$ cat config.mk
export PLATFORM = sky130hd
export DESIGN_NAME = otter_timer_intr
export DESIGN_NICKNAME = d
export VERILOG_FILES = /design/src/rtl/otter_timer_pkg.sv /design/src/rtl/timer_prescaler.sv /design/src/rtl/otter_timer_intr.sv
export SDC_FILE = /design/constraint.sdc
export NUM_CORES = 1
export LEC_CHECK = 0
export CAP_MARGIN = 20
export CORE_MARGIN = 10
export CORE_UTILIZATION = 55
export CTS_CLUSTER_SIZE = 25
export DETAILED_ROUTE_END_ITERATION = 8
export PLACE_DENSITY = 0.84
export SLEW_MARGIN = 20
export SYNTH_ARGS = -nofsm -noshare
export SYNTH_HDL_FRONTEND = slang
export SYNTH_SLANG_ARGS = --single-unit
$ cat constraint.sdc
create_clock -name CLK -period 7.8 [get_ports CLK]
set_input_delay 1.17 -clock CLK [delete_from_list [all_inputs] [get_ports CLK]]
set_output_delay 1.17 -clock CLK [all_outputs]
set_load 0.02 [all_outputs]
$ cat src/rtl/otter_timer_pkg.sv
// otter_timer_pkg
// Shared constants for the OTTER interrupt timer: default register window
// base, register byte offsets inside the 16-byte window, CTRL bit positions,
// the unpacked CTRL register type and a helper that builds the CTRL readback
// word.
package otter_timer_pkg;

  localparam logic [31:0] TMR_BASE_ADDR_DEFAULT = 32'h1100_0300;

  // Byte offsets within the window; address bits [1:0] are never decoded.
  localparam logic [3:0] OFF_CTRL   = 4'h0;
  localparam logic [3:0] OFF_LOAD   = 4'h4;
  localparam logic [3:0] OFF_COUNT  = 4'h8;
  localparam logic [3:0] OFF_STATUS = 4'hC;

  localparam int CTRL_EN_BIT       = 0;
  localparam int CTRL_IE_BIT       = 1;
  localparam int CTRL_ONESHOT_BIT  = 2;
  localparam int CTRL_PRESCALE_LSB = 8;
  localparam int CTRL_PRESCALE_MSB = 15;

  localparam int STATUS_PENDING_BIT = 0;

  typedef struct packed {
    logic [7:0] prescale;
    logic       oneshot;
    logic       ie;
    logic       en;
  } tmr_ctrl_t;

  // CTRL readback: unimplemented bits always read as zero.
  function automatic logic [31:0] ctrl_pack(input tmr_ctrl_t c);
    logic [31:0] w;
    w = '0;
    w[CTRL_EN_BIT]                             = c.en;
    w[CTRL_IE_BIT]                             = c.ie;
    w[CTRL_ONESHOT_BIT]                        = c.oneshot;
    w[CTRL_PRESCALE_MSB:CTRL_PRESCALE_LSB]     = c.prescale;
    return w;
  endfunction

endpackage

$ cat src/rtl/timer_prescaler.sv
// timer_prescaler
// Divides CLK by PRESCALE+1 while enabled. The internal count runs
// 0..PRESCALE and TICK pulses for one cycle when it equals PRESCALE.
//
// Ports
//   CLK       in   system clock, rising edge
//   RST       in   asynchronous active-high reset
//   EN        in   count enable; count held at 0 while low
//   CLR       in   synchronous restart (CTRL write); also masks TICK
//   PRESCALE  in   terminal value of the count
//   TICK      out  one-cycle pulse, once every PRESCALE+1 enabled cycles
module timer_prescaler (
  input  logic       CLK,
  input  logic       RST,
  input  logic       EN,
  input  logic       CLR,
  input  logic [7:0] PRESCALE,
  output logic       TICK
);

  logic [7:0] cnt_q;
  logic [7:0] cnt_d;

  // A CTRL write restarts the period, so a tick landing on that same cycle
  // is dropped; this also keeps a oneshot disable from racing a CTRL write.
  assign TICK = EN & ~CLR & (cnt_q == PRESCALE);

  always_comb begin
    cnt_d = cnt_q;
    if (!EN || CLR) begin
      cnt_d = '0;
    end else if (cnt_q == PRESCALE) begin
      cnt_d = '0;
    end else begin
      cnt_d = cnt_q + 8'd1;
    end
  end

  always_ff @(posedge CLK or posedge RST) begin
    if (RST) begin
      cnt_q <= '0;
    end else begin
      cnt_q <= cnt_d;
    end
  end

endmodule

$ cat src/rtl/otter_timer_intr.sv
// otter_timer_intr
// Memory-mapped down-counting timer with a level interrupt for the OTTER MCU.
// Registers (word offsets in a 16-byte window at BASE_ADDR):
//   +0x0 CTRL    bit0 EN, bit1 IE, bit2 ONESHOT, bits[15:8] PRESCALE
//   +0x4 LOAD    reload value
//   +0x8 COUNT   current count (writable)
//   +0xC STATUS  bit0 PENDING, write 1 to clear
//
// Ports
//   CLK         in   system clock, rising edge
//   RST         in   asynchronous active-high reset
//   IOBUS_ADDR  in   bus address
//   IOBUS_OUT   in   bus write data
//   IOBUS_WR    in   one-cycle write strobe
//   TMR_DOUT    out  combinational read data, 0 when not selected
//   TMR_SEL     out  address falls inside the register window
//   INTR        out  PENDING & IE, driven only from flops
module otter_timer_intr
  import otter_timer_pkg::*;
#(
  parameter logic [31:0] BASE_ADDR = TMR_BASE_ADDR_DEFAULT
) (
  input  logic        CLK,
  input  logic        RST,
  input  logic [31:0] IOBUS_ADDR,
  input  logic [31:0] IOBUS_OUT,
  input  logic        IOBUS_WR,
  output logic [31:0] TMR_DOUT,
  output logic        TMR_SEL,
  output logic        INTR
);

  tmr_ctrl_t   ctrl_q;
  tmr_ctrl_t   ctrl_d;
  logic [31:0] load_q;
  logic [31:0] load_d;
  logic [31:0] count_q;
  logic [31:0] count_d;
  logic        pending_q;
  logic        pending_d;

  logic [3:0]  reg_off;
  logic        wr_en;
  logic        wr_ctrl;
  logic        wr_load;
  logic        wr_count;
  logic        wr_status;
  logic        tick;
  logic        expire;
  logic        addr_unused;

  // Byte lanes are not decoded; sub-word addresses alias to the word.
  assign addr_unused = ^IOBUS_ADDR[1:0];
  assign reg_off     = {IOBUS_ADDR[3:2], 2'b00};

  assign TMR_SEL   = (IOBUS_ADDR[31:4] == BASE_ADDR[31:4]);
  assign wr_en     = IOBUS_WR & TMR_SEL;
  assign wr_ctrl   = wr_en & (reg_off == OFF_CTRL);
  assign wr_load   = wr_en & (reg_off == OFF_LOAD);
  assign wr_count  = wr_en & (reg_off == OFF_COUNT);
  assign wr_status = wr_en & (reg_off == OFF_STATUS);

  timer_prescaler u_prescaler (
    .CLK      (CLK),
    .RST      (RST),
    .EN       (ctrl_q.en),
    .CLR      (wr_ctrl),
    .PRESCALE (ctrl_q.prescale),
    .TICK     (tick)
  );

  // Expiry is a tick that finds the count already at zero, so the period
  // is LOAD+1 ticks and LOAD=0 expires on every tick.
  assign expire = tick & (count_q == 32'd0);

  always_comb begin
    ctrl_d    = ctrl_q;
    load_d    = load_q;
    count_d   = count_q;
    pending_d = pending_q;

    if (wr_ctrl) begin
      ctrl_d.en       = IOBUS_OUT[CTRL_EN_BIT];
      ctrl_d.ie       = IOBUS_OUT[CTRL_IE_BIT];
      ctrl_d.oneshot  = IOBUS_OUT[CTRL_ONESHOT_BIT];
      ctrl_d.prescale = IOBUS_OUT[CTRL_PRESCALE_MSB:CTRL_PRESCALE_LSB];
    end else if (expire && ctrl_q.oneshot) begin
      ctrl_d.en = 1'b0;
    end

    if (wr_load) begin
      load_d = IOBUS_OUT;
    end

    // Decrement is guarded by the zero test, so the count never wraps.
    if (tick) begin
      count_d = expire ? load_q : (count_q - 32'd1);
    end
    if (wr_count) begin
      count_d = IOBUS_OUT;
    end

    // Hardware set is applied after the software clear so it wins a tie.
    if (wr_status && IOBUS_OUT[STATUS_PENDING_BIT]) begin
      pending_d = 1'b0;
    end
    if (expire) begin
      pending_d = 1'b1;
    end
  end

  always_ff @(posedge CLK or posedge RST) begin
    if (RST) begin
      ctrl_q    <= '0;
      load_q    <= '0;
      count_q   <= '0;
      pending_q <= 1'b0;
    end else begin
      ctrl_q    <= ctrl_d;
      load_q    <= load_d;
      count_q   <= count_d;
      pending_q <= pending_d;
    end
  end

  always_comb begin
    TMR_DOUT = '0;
    if (TMR_SEL) begin
      case (reg_off)
        OFF_CTRL:   TMR_DOUT = ctrl_pack(ctrl_q);
        OFF_LOAD:   TMR_DOUT = load_q;
        OFF_COUNT:  TMR_DOUT = count_q;
        OFF_STATUS: TMR_DOUT = {31'd0, pending_q};
        default:    TMR_DOUT = '0;
      endcase
    end
  end

  assign INTR = pending_q & ctrl_q.ie;

endmodule

==> flow_summary.yaml <==
outcome:
  outcome: "finished, final reports clean"
floorplanning:
  pin_count: 101
  initial_utilization_pct: 55.72
  dieArea_um2: 13520
  die_y_um: 116.3
  die_w_um: 116.3
  rows: 35
  core-area_um2: 9153
global_route:
  grt_pass1_vias: 4873
  met1_usage_pct: 28.37
  use_met3_pct: 4.468
  grt_max_degree: 85
  grt_use_met2_pct: 36.16
  antenna_found_initial: 0
  grt_overflow_total: 0
  grt_use_total_pct: 22.30
  grt_pass1_wl_um: 24330
  grt-busiest-layer: "met2"
routing:
  dr.pass1.iters: 7
  routed_wl_um: 15130
  viasPerCell: 6.302
  vias: 4676
  first_iter_violations: 496
  drcViolationCount: 0
  detail-route-antenna-nets: 0
  routedWlPerCell_um: 20.39
worst_setup_path:
  r2r_slack_ps: 4740
  cp_max_fo: 19
  critPathLaunchType: "primary input"
  crit_type: "primary input to output pin"
  critPathCaptureType: "output pin"
  arrival_ps: 4180
  crit_required_ps: 6630
flow_run:
  maxCapViolations: 0
clock_tree:
  cts_buffer_depth: 2
  insertion_delay_ps: 360
  cts_sinks: 84
  path_clk_slew_ps: 80
  cts_root_buf: "clkbuf_8"
  htreeDepth: 3
  postCtsSetupBuffers: 0
  cts_resized: 0
  postCtsHoldBufs: 0
  cts_tree: "built"
  cts_made_buffers: 9
finish:
  drive_gt1_share_pct: 12.36
  area_growth_pct: 23.99
  fin_nets: 695
  n_antenna_cell: 0
sta:
  relSlewSlack_pct: 25.19
  worstMarginPinSlew_ps: 1121
  clock_skew_ps: 12.75
  grt_setup_unrepaired: "false"
  period_needed_ps: 5350
  layout_worst_path_cycle_share_pct: 68.59
  slew_viol_final: 0
  setup_violations: 0
  hold_viol: 0
  setup_tns_ps: 0
  max_freq_mhz: 186.9
synthesis:
  synthFlopType: "dfrtp_1"
  syn_inst: 547
  synth_nets: 616
  ys_seq_elements: 84
  synth_area_um2: 5100
  ys_types: 56
  yosysWarnings: 0
  syn_avg_cell_area_um2: 9.323
  ys_seq_area_share_pct: 41.22
  synthArstFlopShare_pct: 100.0
  synth_edf_count: 0
power_and_ir_drop:
  finalPower_mw: 0.8014
  vdd_ir_drop_max_mv: 0.1107
  power_density_nw_per_um2: 126.7
  power_leakage_nw: 2.650
placement:
  dpl.hpwl_um: 10410
  place_congestion: 0.8448
  port_buffers: 98
worst_hold_path:
  hold_path.class: "flop to flop"
==> critical path, stage by stage <==
cell and delay, ps:
clkdlybuf4s50_1 390, or4b_2 700, nor3_1 250, nand2_1 480
buf_4 410, nor2_1 150, clkdlybuf4s50_1 620
==> cell usage in the layout (no fill, tap or decap), types with 8 or more instances in the layout <==
cell / n
nand4_1: 9
nor3_1: 11
a22oi_1: 21
mux2_2: 41
nand2_1: 41
xnor2_1: 23
clkdlybuf4s50_1: 98
a21oi_1: 15
xor2_1: 12
nand3_1: 25
a2bb2oi_1: 11
nor4_1: 10
o21ai_0: 8
nor2_1: 80
mux2i_1: 23
clkbuf_8: 12
dfrtp_1: 84
==> state kept, by name (all words and copies together), names as in the netlist <==
signal,flops
ctrl_q,11
load_q,32
u_prescaler.cnt_q,8
count_q,32
pending_q,1
==> report_power, final <==
part	internal (mW)	switching (mW)	total [mW]
logic	0.0344	0.0287	0.0631
registers	0.435	0.000000143	0.435
clock network	0.142	0.162	0.303
==> cells in the mapped netlist (11+ instances only) <==
cell        n  area (um2)
mux2i_1    23       230.2
clkbuf_1   26       97.59
nor2_1     81       304.0
xor2_1     12       105.1
nor3_1     11       55.05
nand2_1    41       153.9
a21oi_1    15       75.07
a2bb2oi_1  11       96.34
mux2_2     41       461.7
xnor2_1    23       201.4
dfrtp_1    84        2102
a22oi_1    21       157.7
nand3_1    25       125.1
==> worst paths after layout <==
path                                                end                   start  cells after the start
min in group asynchronous         ctrl_q[0]$_DFFE_PP0P_                     RST                      3
worst min register to register   load_q[17]$_DFFE_PP0P_  load_q[17]$_DFFE_PP0P_                      1
worst max register to register  count_q[23]$_DFFE_PP0P_  count_q[7]$_DFFE_PP0P_                      6
worst min-delay path             load_q[17]$_DFFE_PP0P_  load_q[17]$_DFFE_PP0P_                      1
max in group asynchronous       count_q[21]$_DFFE_PP0P_                     RST                      3
worst max-delay path                        TMR_DOUT[9]          IOBUS_ADDR[27]                      7
==> routing by layer <==
layer / wire (um) / vias to the layer above
li1: - / 2130
met1: 6359 / 2269
met2: 7013 / 248
met3: 1449 / 29
met4: 307 / 0
met5: 0 / -
==> area by class of cell <==
cell class              count  area (um2)
clock buffers              13       168.9
clock inverters             3       20.02
fillers                   700        2829
inverters                   9       35.03
multi-input cells         417        2821
flip-flops and latches     84        2102
well taps                 111       138.9
repair buffers            105        1037
==> cells by family after synthesis <==
group	Yosys count	synth area share [%]
and+or+nand+nor	221	21.34
AOI/OAI and AO/OA	94	13.00
DFF	84	41.22
muxes	65	14.01
buffers and inverters	46	3.925
xor gates and xnor gates	35	6.011
adders and majority gates	2	0.4906
==> through the flow <==
step	utilization (%)	hold WS (ps)	instances	cell area, um2	setup WS, ps
after floorplan	-	478.9	547	5100	3849
after global placement	66.99	515.2	726	6131	2512
after detailed placement	66.99	524.1	726	6131	2459
after CTS	69.05	541.6	742	6320	2450
after global routing	69.09	570.4	742	6324	2280
final	69.09	545.2	742	6324	2450
(Power assumes the default switching activity.)
